===== src/rtl/pc_pkg.sv =====
// Shared encodings for the program-counter unit: next-PC source select and FSM states.
package pc_pkg;

    typedef enum logic [1:0] {
        PC_SEQ = 2'b00,
        PC_BR  = 2'b01,
        PC_JMP = 2'b10,
        PC_REG = 2'b11
    } pc_src_e;

    typedef enum logic [1:0] {
        BOOT = 2'b00,
        RUN  = 2'b01,
        HALT = 2'b10
    } pc_state_e;

endpackage


===== src/rtl/pc_ras.sv =====
// Circular return-address stack; a push while full overwrites the oldest entry and sets a sticky overflow flag.
module pc_ras #(
    parameter int WIDTH = 32,
    parameter int DEPTH = 4
) (
    input  logic             clk_i,
    input  logic             rst_i,
    input  logic             push_i,
    input  logic             pop_i,
    input  logic [WIDTH-1:0] link_i,
    output logic [WIDTH-1:0] top_o,
    output logic             empty_o,
    output logic             full_o,
    output logic             ovf_o
);
    localparam int PW = $clog2(DEPTH);
    localparam int CW = $clog2(DEPTH + 1);

    logic [WIDTH-1:0] mem_q [DEPTH];
    logic [PW-1:0]    ptr_q, ptr_d, top_idx;
    logic [CW-1:0]    cnt_q, cnt_d;
    logic             ovf_q, ovf_d;
    logic             do_pop;

    // ptr_q is the next free slot, so the top of stack sits one below it
    assign top_idx = ptr_q - PW'(1);
    assign top_o   = mem_q[top_idx];
    assign empty_o = (cnt_q == '0);
    assign full_o  = (cnt_q == CW'(DEPTH));
    assign ovf_o   = ovf_q;
    assign do_pop  = pop_i & ~empty_o;

    always_comb begin
        ptr_d = ptr_q;
        cnt_d = cnt_q;
        ovf_d = ovf_q;
        if (push_i && !do_pop) begin
            ptr_d = ptr_q + PW'(1);
            if (full_o) ovf_d = 1'b1;
            else        cnt_d = cnt_q + CW'(1);
        end else if (do_pop && !push_i) begin
            ptr_d = top_idx;
            cnt_d = cnt_q - CW'(1);
        end
    end

    always_ff @(posedge clk_i or posedge rst_i) begin
        if (rst_i) begin
            ptr_q <= '0;
            cnt_q <= '0;
            ovf_q <= 1'b0;
        end else begin
            ptr_q <= ptr_d;
            cnt_q <= cnt_d;
            ovf_q <= ovf_d;
        end
    end

    // A simultaneous push and pop replaces the current top in place
    always_ff @(posedge clk_i) begin
        if (push_i && do_pop)
            mem_q[top_idx] <= link_i;
        else if (push_i)
            mem_q[ptr_q] <= link_i;
    end

endmodule


===== src/rtl/pc_unit.sv =====
// Program-counter unit: boot/run/halt FSM, next-PC selection, stall and return-address stack.
// Optional macro PC_TRAP_EN redirects misaligned targets to TRAP_VECTOR with a one-cycle trap pulse.
//
// state | meaning
// BOOT  | out of reset, PC held one cycle, pc_valid low
// RUN   | PC advances whenever PCWre_i is high
// HALT  | PC frozen until reset
module pc_unit
    import pc_pkg::*;
#(
    parameter int               WIDTH        = 32,
    parameter logic [WIDTH-1:0] RESET_VECTOR = '0,
    parameter int               RAS_DEPTH    = 4,
    parameter logic [WIDTH-1:0] TRAP_VECTOR  = WIDTH'(32'h0000_0080)
) (
    input  logic             click_i,
    input  logic             reset_i,
    input  logic             PCWre_i,
    input  logic [1:0]       pc_src_i,
    input  logic [WIDTH-1:0] branch_off_i,
    input  logic [WIDTH-1:0] jump_addr_i,
    input  logic [WIDTH-1:0] rs_value_i,
    input  logic             ras_push_i,
    input  logic             ras_pop_i,
    input  logic             halt_i,
    output logic [WIDTH-1:0] PC_o,
    output logic [WIDTH-1:0] pc_plus4_o,
    output logic             pc_valid_o,
    output logic             halted_o,
    output logic             ras_empty_o,
    output logic             ras_full_o,
    output logic             ras_ovf_o,
    output logic             trap_o
);
    pc_state_e        state_q, state_d;
    logic [WIDTH-1:0] pc_q, pc_d;
    logic [WIDTH-1:0] next_raw, aligned, target, ras_top;
    logic             trap_q, trap_d;
    logic             advance, misalign, ras_adv, is_reg, ras_push, ras_pop;

    always_ff @(posedge click_i or posedge reset_i) begin
        if (reset_i) state_q <= BOOT;
        else         state_q <= state_d;
    end

    always_comb begin
        state_d = state_q;
        case (state_q)
            BOOT:    state_d = RUN;
            RUN:     if (halt_i) state_d = HALT;
            HALT:    state_d = HALT;
            default: state_d = BOOT;
        endcase
    end

    always_comb begin
        pc_valid_o = 1'b0;
        halted_o   = 1'b0;
        case (state_q)
            RUN:     pc_valid_o = 1'b1;
            HALT:    halted_o   = 1'b1;
            default: ;
        endcase
    end

    assign pc_plus4_o = pc_q + WIDTH'(4);
    assign is_reg     = (pc_src_i == PC_REG);
    assign advance    = (state_q == RUN) & PCWre_i & ~halt_i;

    always_comb begin
        next_raw = pc_plus4_o;
        case (pc_src_i)
            PC_SEQ:  next_raw = pc_plus4_o;
            PC_BR:   next_raw = pc_plus4_o + (branch_off_i << 2);
            PC_JMP:  next_raw = jump_addr_i;
            PC_REG:  next_raw = (ras_pop_i && !ras_empty_o) ? ras_top : rs_value_i;
            default: next_raw = pc_plus4_o;
        endcase
    end

`ifdef PC_TRAP_EN
    assign misalign = |next_raw[1:0];
    assign aligned  = next_raw;
`else
    assign misalign = 1'b0;
    assign aligned  = next_raw & ~WIDTH'(3);
`endif

    assign target  = misalign ? TRAP_VECTOR : aligned;
    assign pc_d    = advance ? target : pc_q;
    assign trap_d  = advance & misalign;

    // A trapped redirect leaves the stack untouched so the faulting call/return has no side effect
    assign ras_adv  = advance & ~misalign;
    assign ras_push = ras_adv & ras_push_i;
    assign ras_pop  = ras_adv & is_reg & ras_pop_i;

    always_ff @(posedge click_i or posedge reset_i) begin
        if (reset_i) begin
            pc_q   <= RESET_VECTOR;
            trap_q <= 1'b0;
        end else begin
            pc_q   <= pc_d;
            trap_q <= trap_d;
        end
    end

    assign PC_o   = pc_q;
    assign trap_o = trap_q;

    pc_ras #(
        .WIDTH (WIDTH),
        .DEPTH (RAS_DEPTH)
    ) u_ras (
        .clk_i   (click_i),
        .rst_i   (reset_i),
        .push_i  (ras_push),
        .pop_i   (ras_pop),
        .link_i  (pc_plus4_o),
        .top_o   (ras_top),
        .empty_o (ras_empty_o),
        .full_o  (ras_full_o),
        .ovf_o   (ras_ovf_o)
    );

endmodule

===== config.mk =====
export PLATFORM = sky130hd
export DESIGN_NAME = pc_unit
export DESIGN_NICKNAME = d
export VERILOG_FILES = /design/src/rtl/pc_pkg.sv /design/src/rtl/pc_ras.sv /design/src/rtl/pc_unit.sv
export SDC_FILE = /design/constraint.sdc
export NUM_CORES = 1
export LEC_CHECK = 0
export CAP_MARGIN = 20
export CELL_PAD_IN_SITES_DETAIL_PLACEMENT = 0
export CELL_PAD_IN_SITES_GLOBAL_PLACEMENT = 1
export CORE_ASPECT_RATIO = 2
export CORE_MARGIN = 5
export CORE_UTILIZATION = 46
export DETAILED_ROUTE_END_ITERATION = 10
export PLACE_DENSITY = 0.91
export SLEW_MARGIN = 40
export SYNTH_ARGS = -nofsm -noshare
export SYNTH_HDL_FRONTEND = slang
export SYNTH_SLANG_ARGS = --single-unit

===== constraint.sdc =====
create_clock -name click_i -period 13.7 [get_ports click_i]
set_clock_uncertainty 0.1 [all_clocks]
set_input_delay 4.11 -clock click_i [delete_from_list [all_inputs] [get_ports click_i]]
set_output_delay 4.11 -clock click_i [all_outputs]
set_load 0.01 [all_outputs]

==> flow_summary.rst <==
.. list-table::
   :header-rows: 1

   * - Metric
     - Value
   * - Cell at the slowest stage of the critical path
     - clkdlybuf4s50_1
   * - Total negative setup slack
     - 0 ps
   * - Quantity of I/O buffers inserted on ports
     - 162
   * - Fin crit period
     - 7970 ps
   * - Initial drt markers
     - 623
   * - Mean area per synthesized cell
     - 11.6 um2
   * - Worst Max-Slew Pin Slew
     - 841 ps
   * - Delay of the slowest critical-path stage
     - 700 ps
   * - Standby leakage power
     - 4.50 nW
   * - Largest net degree at the start of global routing
     - 59
   * - Startpoint of the lowest-slack hold path
     - u_ras.ovf_o
   * - Worst slack after detailed placement
     - 5990 ps
   * - Required @ worst endpoint
     - 9490 ps
   * - Worst-path fanout max
     - 7
   * - Area grow syn2layout
     - 26.0%
   * - Latest clock arrival within the worst-skew pair
     - 440 ps
   * - Placed wire-length estimate after detailed placement
     - 21400 um
   * - Commonest cells after routing, fill and taps aside
     - clkdlybuf4s50_1, edfxtp_1, nand2_1, a21oi_1, nor2_1
   * - Type of origin of the critical path
     - register
   * - Worst min-delay path category
     - register to register
   * - Vias in the first global route
     - 7575
   * - DR pass1 iterations
     - 5
   * - Vias
     - 7533
   * - Gates resized, CTS repair
     - 0
   * - Final max-slew violation count
     - 0
   * - Share of post-route cells with drive strength above 1
     - 12.2%
   * - Clk root buf
     - clkbuf_16
   * - Crit Reg-Reg Startpoint
     - PC_o[2]
   * - Sequential share of the synthesized area
     - 48.2%
   * - Grt ovf
     - 0
   * - Final Instance Count excl. Fillers
     - 1243
   * - Clock sink count
     - 158
   * - Count of buffering cells on the critical path with inverters included
     - 1
   * - Final hold violations
     - 0
   * - Area of all sequential standard cells
     - 4560 um2
   * - Kind of cell with the highest combined delay on the critical path
     - simple AND/OR/NAND/NOR gates
   * - Global Route Usage Sum
     - 25.2%
   * - Hold Crit Endpoint
     - u_ras.ovf_o
   * - Post-Syn Area
     - 9450 um2
   * - Reported max-cap violation count
     - 0
   * - Placed Area
     - 11300 um2
   * - Detail-routed via count per cell
     - 6.06
   * - Number of buffers added by the clock tree synthesis step
     - 17
   * - Antenna violations before repair
     - 1
   * - Starting density of the core
     - 46.4%
   * - Type of destination of the critical path
     - primary output
   * - Fraction of post-synthesis cell area in the top cell type by area
     - 38.1%
   * - Most frequent standard cell in the layout excluding fill and tap cells
     - clkdlybuf4s50_1
   * - Outcome
     - finished clean
   * - Ant diodes
     - 0
   * - Post-route design area
     - 11900 um2
   * - Async SR Flop Fraction
     - 24.1%
   * - Horizontal extent of the die
     - 111 um
   * - CTS clk-pin slew, worst paths
     - 60 ps
   * - Placeable core region
     - 20400 um2
   * - Cell total after placement
     - 1211
   * - Count of cells along the worst hold path
     - 1
   * - Mapped Cells
     - 814
   * - Power density normalized to cell area
     - 205 nW/um2
   * - Num rows
     - 74
   * - Remaining DRCs
     - 0
   * - Number of primary I/O pins
     - 174
   * - EDFF count, synth
     - 120
   * - Critical register-to-register path endpoint
     - PC_o[29]
   * - Worst vdd rail ir drop
     - 109 uV
   * - FILL cells
     - 1732
   * - Headroom to the max-slew limit
     - 43.9%
   * - Largest area contributor in the netlist
     - edfxtp_1
   * - Maximum operating frequency
     - 126 MHz
   * - Type of the worst setup path
     - register to primary output
   * - Worst reg2reg path depth
     - 13
   * - # Post-CTS Setup Buffers
     - 0
   * - Die Y-Extent
     - 213 um
   * - Final net count
     - 1112
   * - Setup-violating endpoint count in the final report
     - 0
   * - Area contributors post-synth
     - edfxtp_1, dfrtp_1, mux4_2, ha_1, a21oi_1
   * - Level count of the clock H-tree
     - 4
   * - Count of different cell masters after synthesis
     - 70
   * - TritonCTS clock tree
     - built
   * - Number of synthesized register bits
     - 158
   * - Most used flip-flop cell after synthesis
     - edfxtp_1
   * - Flop-to-flop setup slack
     - 8670 ps
   * - Tcrit/Tclk final
     - 58.1%
   * - Sum of routed wire length over all layers
     - 30100 um
   * - Area of the multi-input gates
     - 4610 um2
   * - Hold-fix buffers, CTS
     - 0
   * - YS warnings
     - 0
   * - Average routed wire per standard cell
     - 24.2 um
   * - Overall die area
     - 23700 um2
   * - Wire length of the first global-routing pass
     - 44700 um
   * - Final weighted congestion of routability-driven global placement
     - 0.933
   * - Clk buf depth
     - 2
   * - Setup repair after global routing missed its margin
     - false
   * - Cells along the critical path
     - ha_1, nand3_1, nor4_1, and3_1, xor2_1, clkdlybuf4s50_1
   * - Final worst slack
     - 5730 ps
   * - Worst endpoint data arrival time
     - 3760 ps
   * - Routed Antenna Nets
     - 0
   * - Crit path depth
     - 6
[metrics by stage]
| step | power (W) | util (%) | hold slack (ps) |
|---|---|---|---|
| 2_1_floorplan | 0.00148 | - | 361 |
| 3_3_place_gp | 0.00195 | 55.6 | 352 |
| 3_5_place_dp | 0.00197 | 55.6 | 351 |
| 4_1_cts | 0.00244 | 58.5 | 370 |
| 5_1_grt | 0.00257 | 58.5 | 411 |
| 6_report | 0.00244 | 58.5 | 366 |
[Yosys cell counts (6+ instances only)]
cell type	number
xnor2_1	30
ha_1	42
buf_4	6
o221ai_1	6
inv_1	24
nor2_1	51
edfxtp_1	120
o22ai_1	12
a31oi_1	12
o21ai_0	36
mux2i_1	25
dfrtp_1	38
buf_2	9
o21bai_1	6
nor3_1	10
nand4_1	8
and3_1	8
xor2_1	26
nand3_1	26
mux2_2	10
clkbuf_1	33
a21o_1	15
a21oi_1	62
nand2_1	66
mux4_2	38
[metal layers]
| layer | up-vias | global-route usage [%] | routed length (um) |
|---|---|---|---|
| met1 | 3678 | 27.1 | 10200 |
| met2 | 369 | 46.5 | 16300 |
| met4 | 2 | 14.6 | 1770 |
| met3 | 104 | 4.03 | 1830 |
| li1 | 3380 | - | - |
| met5 | - | 0 | 13 |
[report_power, final]
| group | switching, W | total (W) | internal [W] |
|---|---|---|---|
| combinational | 0.000667 | 0.00124 | 0.000569 |
| sequential | 0.000101 | 0.000735 | 0.000635 |
| clock | 0.000210 | 0.000467 | 0.000257 |
[final cells by class]
class | count | area share, %
inverter | 24 | 0.756
multi-input combinational | 583 | 38.7
sequential | 158 | 38.2
clock buffer | 18 | 3.60
clock inverter | 14 | 1.22
timing repair buffer | 180 | 14.7
tap | 266 | 2.79
[kinds of logic after synthesis]
logic type | share of synthesized area (%)
and+or+nand+nor | 11.0
AOI/OAI and AO/OA | 13.0
DFF | 48.2
buffers and inverters | 3.43
muxes | 12.9
xor gates and xnor gates | 5.44
adders and majority gates | 5.98
other | 0.0397
[flip-flops by register name, summed over array words and instances (netlist names)]
signal / count
u_ras.mem_q: 120
PC_o: 30
u_ras.cnt_q: 3
state_q: 2
u_ras.ptr_q: 2
u_ras.ovf_o: 1
[how the worst max path moves through the flow]
stage          slack, ps                 end  startpoint
2_1_floorplan       5180  u_ras.mem_q[3][10]      halt_i
3_3_place_gp        6010  u_ras.mem_q[1][25]      halt_i
3_5_place_dp        5990  u_ras.mem_q[1][24]      halt_i
4_1_cts             5710      pc_plus4_o[14]     PC_o[2]
5_1_grt             5530      pc_plus4_o[14]     PC_o[2]
6_report            5730      pc_plus4_o[14]     PC_o[2]
Power figures use the tool's default switching activity.
